**src/rtl/tl_ul_pkg.sv**
```systemverilog
// TileLink-UL opcodes, beat-count helpers and counter sizing shared by the source shrinker.
package tl_ul_pkg;

  localparam int unsigned BeatCntW = 3;
  localparam int unsigned BeatW    = BeatCntW + 1;

  localparam logic [2:0] OpGet           = 3'd4;
  localparam logic [2:0] OpPutFull       = 3'd0;
  localparam logic [2:0] OpPutPartial    = 3'd1;
  localparam logic [2:0] OpAccessAck     = 3'd0;
  localparam logic [2:0] OpAccessAckData = 3'd1;

  // Sizes above 6 do not fit the counter and are not supported.
  function automatic logic [BeatW-1:0] beats(input logic [2:0] size);
    if (size <= 3'd3) return BeatW'(1);
    return BeatW'(1) << (size - 3'd3);
  endfunction

  function automatic logic a_has_data(input logic [2:0] opcode);
    return ~opcode[2];
  endfunction

  function automatic logic d_has_data(input logic [2:0] opcode);
    return opcode[0];
  endfunction

  // Remaining beats after the first one, as loaded into a beat counter.
  function automatic logic [BeatCntW-1:0] msg_len_a(input logic [2:0] opcode,
                                                    input logic [2:0] size);
    if (!a_has_data(opcode)) return '0;
    return BeatCntW'(beats(size) - BeatW'(1));
  endfunction

  function automatic logic [BeatCntW-1:0] msg_len_d(input logic [2:0] opcode,
                                                    input logic [2:0] size);
    if (!d_has_data(opcode)) return '0;
    return BeatCntW'(beats(size) - BeatW'(1));
  endfunction

endpackage

```
**src/rtl/tl_beat_counter.sv**
```systemverilog
// Per-channel beat tracker: loads the remaining beat count on a first-beat fire and
// counts down on later fires, flagging the first and last beat of the current message.
module tl_beat_counter
  import tl_ul_pkg::*;
(
  input  logic                clock,
  input  logic                reset,
  input  logic                fire,
  input  logic [BeatCntW-1:0] len,
  output logic                first,
  output logic                last
);

  logic [BeatCntW-1:0] cnt_q, cnt_d;

  assign first = (cnt_q == '0);
  // len only matters on the first beat; afterwards the count itself says when we end
  assign last  = first ? (len == '0) : (cnt_q == BeatCntW'(1));

  always_comb begin
    cnt_d = cnt_q;
    if (fire) begin
      cnt_d = first ? len : cnt_q - BeatCntW'(1);
    end
  end

  always_ff @(posedge clock or posedge reset) begin
    if (reset) begin
      cnt_q <= '0;
    end else begin
      cnt_q <= cnt_d;
    end
  end

endmodule

```
**src/rtl/tl_source_shrinker.sv**
```systemverilog
// TileLink-UL source shrinker: maps client source IDs onto a small manager-side ID pool,
// restores them on D, and stalls A while every manager-side ID is in flight.
module tl_source_shrinker
  import tl_ul_pkg::*;
#(
  parameter int unsigned IN_SOURCE_W  = 4,
  parameter int unsigned OUT_IDS      = 4,
  parameter int unsigned OUT_SOURCE_W = 2,
  parameter int unsigned ADDR_W       = 32,
  parameter int unsigned DATA_W       = 64
) (
  input  logic                    clock,
  input  logic                    reset,

  output logic                    auto_in_a_ready,
  input  logic                    auto_in_a_valid,
  input  logic [2:0]              auto_in_a_bits_opcode,
  input  logic [2:0]              auto_in_a_bits_param,
  input  logic [2:0]              auto_in_a_bits_size,
  input  logic [IN_SOURCE_W-1:0]  auto_in_a_bits_source,
  input  logic [ADDR_W-1:0]       auto_in_a_bits_address,
  input  logic [DATA_W/8-1:0]     auto_in_a_bits_mask,
  input  logic [DATA_W-1:0]       auto_in_a_bits_data,
  input  logic                    auto_in_a_bits_corrupt,

  input  logic                    auto_in_d_ready,
  output logic                    auto_in_d_valid,
  output logic [2:0]              auto_in_d_bits_opcode,
  output logic [2:0]              auto_in_d_bits_size,
  output logic [IN_SOURCE_W-1:0]  auto_in_d_bits_source,
  output logic                    auto_in_d_bits_denied,
  output logic [DATA_W-1:0]       auto_in_d_bits_data,
  output logic                    auto_in_d_bits_corrupt,

  input  logic                    auto_out_a_ready,
  output logic                    auto_out_a_valid,
  output logic [2:0]              auto_out_a_bits_opcode,
  output logic [2:0]              auto_out_a_bits_param,
  output logic [2:0]              auto_out_a_bits_size,
  output logic [OUT_SOURCE_W-1:0] auto_out_a_bits_source,
  output logic [ADDR_W-1:0]       auto_out_a_bits_address,
  output logic [DATA_W/8-1:0]     auto_out_a_bits_mask,
  output logic [DATA_W-1:0]       auto_out_a_bits_data,
  output logic                    auto_out_a_bits_corrupt,

  output logic                    auto_out_d_ready,
  input  logic                    auto_out_d_valid,
  input  logic [2:0]              auto_out_d_bits_opcode,
  input  logic [2:0]              auto_out_d_bits_size,
  input  logic [OUT_SOURCE_W-1:0] auto_out_d_bits_source,
  input  logic                    auto_out_d_bits_denied,
  input  logic [DATA_W-1:0]       auto_out_d_bits_data,
  input  logic                    auto_out_d_bits_corrupt
);

  logic [OUT_IDS-1:0]      free_q, free_d;
  logic [IN_SOURCE_W-1:0]  src_table_q [OUT_IDS];
  logic [OUT_SOURCE_W-1:0] held_id_q;
  logic [OUT_SOURCE_W-1:0] alloc_id;
  logic                    a_first, a_last, a_gate, a_fire;
  logic                    d_first_unused, d_last, d_fire;
  logic [BeatCntW-1:0]     a_len, d_len;

  // Lowest-indexed free ID from the registered bitmap; IDs freed this cycle are not seen.
  always_comb begin
    alloc_id = '0;
    for (int i = int'(OUT_IDS) - 1; i >= 0; i--) begin
      if (free_q[i]) alloc_id = OUT_SOURCE_W'(i);
    end
  end

  // Later beats of a burst already own an ID, so only first beats can be throttled.
  assign a_gate = a_first ? (|free_q) : 1'b1;
  assign a_fire = auto_in_a_valid & auto_out_a_ready & a_gate;
  assign d_fire = auto_out_d_valid & auto_in_d_ready;

  assign a_len = msg_len_a(auto_in_a_bits_opcode, auto_in_a_bits_size);
  assign d_len = msg_len_d(auto_out_d_bits_opcode, auto_out_d_bits_size);

  tl_beat_counter u_a_cnt (
    .clock (clock),
    .reset (reset),
    .fire  (a_fire),
    .len   (a_len),
    .first (a_first),
    .last  (a_last)
  );

  tl_beat_counter u_d_cnt (
    .clock (clock),
    .reset (reset),
    .fire  (d_fire),
    .len   (d_len),
    .first (d_first_unused),
    .last  (d_last)
  );

  // A channel
  assign auto_out_a_valid        = auto_in_a_valid & a_gate;
  assign auto_in_a_ready         = auto_out_a_ready & a_gate;
  assign auto_out_a_bits_source  = a_first ? alloc_id : held_id_q;
  assign auto_out_a_bits_opcode  = auto_in_a_bits_opcode;
  assign auto_out_a_bits_param   = auto_in_a_bits_param;
  assign auto_out_a_bits_size    = auto_in_a_bits_size;
  assign auto_out_a_bits_address = auto_in_a_bits_address;
  assign auto_out_a_bits_mask    = auto_in_a_bits_mask;
  assign auto_out_a_bits_data    = auto_in_a_bits_data;
  assign auto_out_a_bits_corrupt = auto_in_a_bits_corrupt;

  // D channel
  assign auto_in_d_valid        = auto_out_d_valid;
  assign auto_out_d_ready       = auto_in_d_ready;
  assign auto_in_d_bits_source  = src_table_q[auto_out_d_bits_source];
  assign auto_in_d_bits_opcode  = auto_out_d_bits_opcode;
  assign auto_in_d_bits_size    = auto_out_d_bits_size;
  assign auto_in_d_bits_denied  = auto_out_d_bits_denied;
  assign auto_in_d_bits_data    = auto_out_d_bits_data;
  assign auto_in_d_bits_corrupt = auto_out_d_bits_corrupt;

  always_comb begin
    free_d = free_q;
    if (a_fire && a_first) free_d[alloc_id] = 1'b0;
    if (d_fire && d_last)  free_d[auto_out_d_bits_source] = 1'b1;
  end

  always_ff @(posedge clock or posedge reset) begin
    if (reset) begin
      free_q    <= '1;
      held_id_q <= '0;
      for (int i = 0; i < int'(OUT_IDS); i++) begin
        src_table_q[i] <= '0;
      end
    end else begin
      free_q <= free_d;
      if (a_fire && a_first) begin
        src_table_q[alloc_id] <= auto_in_a_bits_source;
        if (!a_last) held_id_q <= alloc_id;
      end
    end
  end

endmodule

```
**config.mk**
```make
export PLATFORM = sky130hd
export DESIGN_NAME = tl_source_shrinker
export DESIGN_NICKNAME = d
export VERILOG_FILES = /design/src/rtl/tl_ul_pkg.sv /design/src/rtl/tl_beat_counter.sv /design/src/rtl/tl_source_shrinker.sv
export SDC_FILE = /design/constraint.sdc
export NUM_CORES = 1
export LEC_CHECK = 0
export CORE_AREA = 2 2 153 155
export CTS_BUF_LIST = sky130_fd_sc_hd__clkbuf_16
export CTS_CLUSTER_DIAMETER = 40
export CTS_CLUSTER_SIZE = 24
export DETAILED_ROUTE_END_ITERATION = 10
export DIE_AREA = 0 0 155 157
export GPL_ROUTABILITY_DRIVEN = 0
export SLEW_MARGIN = 20
export SYNTH_ARGS = -nofsm -noshare
export SYNTH_HDL_FRONTEND = slang
export SYNTH_SLANG_ARGS = --single-unit
```
**constraint.sdc**
```tcl
create_clock -name clock -period 1.6 [get_ports clock]
set_input_delay 0.32 -clock clock [delete_from_list [all_inputs] [get_ports clock]]
set_output_delay 0.32 -clock clock [all_outputs]
set_load 0.03 [all_outputs]
```
# Word level (Yosys, flattened, before mapping)
# Cells that the tools add are included.
# word_totals
wordCells	85
register_bits	28
input_bits	198
output_inout_bits	196
# op_classes
n_reduce_logical	11
bitwise	11
n_addsub	6
magnitude_cmp	9
shift	2
eq_ne	2
n_mux	36
# ops
cell	n
two-way mux 3 bit	11
two-way mux 4 bit	5
bitwise mux 16 bit	1
logical NOT 3 bit	4
subtractor 3 x 1 -> 3 bit (second input constant)	4
two-way mux 1 bit	10
two-way mux 2 bit	5
binary-select mux 4 bit (select 2 bit)	1
demux 4 bit (select 2 bit)	1
== test 3 x 1 -> 1 bit (second input constant)	2
greater-or-equal comparator 3 bit (second input constant)	2
less-or-equal comparator 3 x 2 -> 1 bit (second input constant)	2
< comparator 2 x 3 -> 1 bit (second input constant)	2
inverter 2 -> 3 bit	2
<< shifter 1 x 3 -> 3 bit (first input constant)	2
subtractor 3 x 2 -> 3 bit (second input constant)	2
AND 1 bit	5
logical AND 1 bit	5
AND 4 bit	1
demux 1 bit (select 2 bit)	2
greater-or-equal comparator 2 x 1 -> 1 bit (second input constant)	2
inverter 4 bit	1
OR 4 bit	1
OR reduction 4 bit	1
other kinds (3)	3

# Logic depth before layout (Yosys ltp)
# depth
ltp_word	13
mapped_depth	9
ltp_nobuf	9

# Modules after synthesis
# Synthesis repeated with hierarchy kept, for this count alone.
# unflattened
hier_cells	344
hier_area_um2	3133.0
# modules_own_cells
mod	seq_area_each_um2	cells_each	area_per_inst_um2	instances
tl_source_shrinker	555.5	300	2697.6	1
tl_beat_counter	75.1	22	217.7	2

# Worst setup path before layout
# OpenSTA, ideal clock, no wires.
# synth_path
path_type	input -> register
from	input auto_out_d_bits_size[1]
to	register free_q[0]
path_buffers	0
required_time_ns	1.509
slack_ns	-0.719
t_arrival_ns	2.228
cell_stages	9
setup_time_ns	0.091
cell_sequence	and2_2 -> ha_1 -> nor4b_4 -> or2b_1 -> ha_1 -> nand4_1 -> nor4_2 -> nor2_1 -> o31ai_1
# synth_via
elab_chain_len	11
word_cells_on_any_way	13
cone_classes	2 x add/sub; 1 x order compare; 1 x shift; 7 x mux; 2 x reduce/logical
# synth_lines
item	line_no	rtl
start, declared	tl_source_shrinker.sv:49	input logic [2:0] auto_out_d_bits_size,
less-or-equal comparator 3 x 2 -> 1 bit	tl_ul_pkg.sv:15	if (size <= 3'd3) return BeatW'(1);
two-way mux 1 bit	tl_ul_pkg.sv:15	
two-way mux 1 bit	tl_ul_pkg.sv:37	return BeatCntW'(beats(size) - BeatW'(1));
two-way mux 3 bit (*)	tl_ul_pkg.sv:16	return BeatW'(1) << (size - 3'd3);
two-way mux 3 bit (*)	tl_ul_pkg.sv:37	
subtractor 3 x 1 -> 3 bit (*)	tl_ul_pkg.sv:37	
two-way mux 3 bit (*)	tl_ul_pkg.sv:37	
logical NOT 3 bit (*)	tl_beat_counter.sv:18	assign last = first ? (len == '0) : (cnt_q == BeatCntW'(1));
two-way mux 1 bit (*)	tl_beat_counter.sv:18	
logical AND 1 bit (*)	tl_source_shrinker.sv:123	if (d_fire && d_last) free_d[auto_out_d_bits_source] = 1'b1;
two-way mux 4 bit (*)	tl_source_shrinker.sv:123	
named net free_d[0]	tl_source_shrinker.sv:56	logic [OUT_IDS-1:0] free_q, free_d;
end signal, assigned	tl_source_shrinker.sv:134	free_q <= free_d;
end, declared	tl_source_shrinker.sv:56	
# The timed path passes the listed nets; every way through them passes the cells marked *. The select of a mux whose other input is x is not followed.
# A chain may end at the register's enable or synchronous reset.

# Final worst setup path
# layout_path
from	input auto_in_a_bits_size[0]
to	register held_id_q[1]
# layout_via
elab_chain_len	11
word_cells_on_any_way	13
cone_classes	2 x add/sub; 1 x order compare; 1 x shift; 6 x mux; 1 x bitwise; 2 x reduce/logical
# layout_lines
item	line_no	rtl
start, declared	tl_source_shrinker.sv:19	input logic [2:0] auto_in_a_bits_size,
less-or-equal comparator 3 x 2 -> 1 bit	tl_ul_pkg.sv:15	
two-way mux 1 bit	tl_ul_pkg.sv:15	
two-way mux 1 bit	tl_ul_pkg.sv:31	return BeatCntW'(beats(size) - BeatW'(1));
two-way mux 3 bit (*)	tl_ul_pkg.sv:16	
two-way mux 3 bit (*)	tl_ul_pkg.sv:31	
subtractor 3 x 1 -> 3 bit (*)	tl_ul_pkg.sv:31	
two-way mux 3 bit (*)	tl_ul_pkg.sv:31	
logical NOT 3 bit (*)	tl_beat_counter.sv:18	
two-way mux 1 bit (*)	tl_beat_counter.sv:18	
inverter 1 bit (no line) (*)	--	
AND reduction 2 bit (no line) (*)	--	
end signal, assigned	tl_source_shrinker.sv:137	if (!a_last) held_id_q <= alloc_id;
end, declared	tl_source_shrinker.sv:58	logic [OUT_SOURCE_W-1:0] held_id_q;
# Mark *: on every way between the ends. The rest lies on a longest branch, timed or not. The select of a mux whose other input is x is not followed.

==> out/qor.yml <==
cpMostUsedCell: "ha_4"
synthesis.instances: 344
rsz0062_at_grt: "yes"
critPathRequiredTime_ns: 1.75
vias: 1855
slew_viol_final: 0
p_leak_nw: 1.42
crit_path_end_kind: "flop"
min_period_ns: 2.05
drive_above_1_share_pct: 65.4
fin_cells: 539
yosys-top-cells-area: "buf_4 45%, dfrtp_1 19%, mux2_2 6.8%"
final_common_cell: "buf_4"
grt_max_degree: 29
cp_slowest_cell: "or4_4"
grt_usage_pct: 6.08
status: "finished with violations"
area_growth_pct: 6.95
fin_hold_ws_ns: 0.408
yosys_warnings: 0
final_net_count: 462
clk_path_buf_depth: 2
maxCapViolCount: 0
io_pins: 394
path_class: "input port to flop"
cp_top_family: "simple AND/OR/NAND/NOR gates"
wl_per_cell_um: 14.2
slowest_delay_ns: 0.43
port_buffers: 37
cts.sink_count: 28
worst_slew_pin_slew_ns: 0.349
stdcell_area_um2: 3370
first_iter_violations: 51
r2r_start: "u_a_cnt.cnt_q[0]"
grt_overflow: 0
rows: 55
place_area_um2: 2930
power.internal_mw: 2.90
skew_ns: 0.00424
r2r-end: "held_id_q[1]"
syn_area_per_cell_um2: 9.15
crit_chain: "buf_6, and2_4, ha_4, o21bai_4, or4_4, ha_4, a21oi_4, nor2b_2, o211ai_2, mux2_4"
layout_common_cells: "60 x buf_4, 24 x dfrtp_1, 19 x buf_6"
vdd.ir_drop.worst_v: 0.000391
grt_first_pass_wirelength_um: 11100
totalWireLength_um: 7630
clkPwrFrac_pct: 17.1
htreeDepth: 1
ys_seq_area_share_pct: 22.4
dpl.cell_count: 519
power_frac_seq_pct: 28.8
core_um2: 22500
post-dp-hpwl_um: 6180
p_sw_mw: 1.50
final-setup-viol-count: 34
hold_viol_final: 0
numCtsBuffers: 3
violations: "setup timing"
hp-class: "input port to asynchronous set/reset pin"
first_global_vias: 1957
clk_latency_ns: 0.26
die_w_um: 155
max_freq_mhz: 489
root_buffer: "clkbuf_16"
setup_slack_ns: -0.446
final_util_pct: 15.0
period_share_pct: 128
regToRegSetupSlack_ns: -0.27
path_clk_slew_ns: 0.07
critPathMaxFanout: 2
start_util_pct: 14.0
synthesis.nets: 551
cp.arrival_ns: 2.20
antenna_found_initial: 1
worstRegToRegCells: 10
synth_seq_cells: 28
cts_tree: "done"
vias_per_cell: 3.44
maxSlewHeadroom_pct: 76.6
p_per_area_nw_per_um2: 1310
drt-pass1-iter-count: 2
drtAntennaViolNets: 0
combinationalPowerShare_pct: 54.2
antenna_cells: 0
drc: 0
synth_top_area_cell: "buf_4"
chipHeight_um: 157
p_sw_share_pct: 34.1
netlist_area_um2: 3150
synth_cell_type_count: 49
post-synth-top-area-fraction_pct: 44.8
power_mw: 4.40
worstSetupStartpointType: "input port"
die-area_um2: 24300
critical_path_buf_inv_count: 1
[synth_stat cells, drive strengths merged]
master and n:
buf 189, dfrtp 24, mux2 19, inv 14, a21oi 9, ha 9
nand2 9, nor2 8, nor3 7, nand3 6, and2 4, dfstp 4
mux4 4, clkbuf 3, nand2b 3, nand4 3, o21ai 3, o31ai 3
and3b 2, nor2b 2, o211ai 2, o22a 2, o22ai 2, a21bo 1
a21boi 1, a311oi 1, and2b 1, mux2i 1, nand4bb 1, nor3b 1
nor4 1, nor4b 1, o21bai 1, o41ai 1, or2b 1, or4 1
[worst reg2reg max path: stages, from the launching register on]
cell and delay (ns):
dfrtp_1 0.39, inv_2 0.08, ha_4 0.13, nor2b_4 0.15, buf_6 0.12, buf_6 0.11, nand3_4 0.08, buf_4 0.16
nor2_2 0.09, o211ai_2 0.14, mux2_4 0.31
[per-layer routing]
layer	share of wire [%]	track usage [%]	vias up
met1	31	5.55	840
met4	8.4	5.64	4
met3	22	6.22	80
met2	39	7.41	164
met5	0.58	0.828	-
li1	-	-	767
[stage by stage]
stage                     worst slack (ns)  TNS, ns
after floorplan                     -0.581    -5.60
after global placement               -1.10   -16.66
after detailed placement             -1.14   -16.95
after CTS                           -0.685    -9.19
after global routing                -0.597    -9.84
final                               -0.446    -7.04
[state kept, by name (all words and copies together) (netlist names)]
| signal | flops |
|---|---|
| u_d_cnt.cnt_q | 3 |
| free_q | 4 |
| u_a_cnt.cnt_q | 3 |
| held_id_q | 2 |
| src_table_q | 16 |
[timing repair]
action,CTS,global route
setup endpoints to repair,32,35
hold buffers,0,0
pin swaps,19,18
gates resized for setup,61,20
setup buffers,12,5
[kinds of logic after synthesis]
group	share of synthesized area, %
buffers and inverters	47.2
AND/OR/NAND/NOR	11.1
flip-flops	22.4
AO/OA/AOI/OAI	5.68
multiplexers	9.97
adder cells (fa/ha/maj)	3.58
[cell type report]
type	count	area [um2]
Fill cell	2477	19100
Multi-Input combinational cell	110	1260
Timing Repair Buffer	98	885
Sequential cell	28	706
Tap cell	285	357
Clock buffer	3	75.1
Inverter	14	55.1
Clock inverter	1	30.0
[power groups by stage]
stage,combinational (mW),clock (mW),sequential [mW]
after floorplan,2.07,0,1.23
after global placement,1.89,0,1.26
after detailed placement,1.91,0,1.26
after CTS,2.25,0.772,1.26
after global routing,2.58,0.797,1.32
final,2.38,0.750,1.27
[worst max-delay path by stage]
stage | depth (start not counted) | start | end | slack, ns
2_1_floorplan | 8 | auto_in_a_bits_size[0] | held_id_q[0] | -0.58
3_3_place_gp | 11 | auto_out_d_bits_size[1] | free_q[1] | -1.10
3_5_place_dp | 11 | auto_out_d_bits_size[1] | free_q[3] | -1.14
4_1_cts | 11 | auto_out_d_bits_size[0] | free_q[1] | -0.68
5_1_grt | 11 | auto_out_d_bits_size[1] | free_q[1] | -0.60
6_report | 10 | auto_in_a_bits_size[0] | held_id_q[1] | -0.45
(Power assumes the default switching activity.)
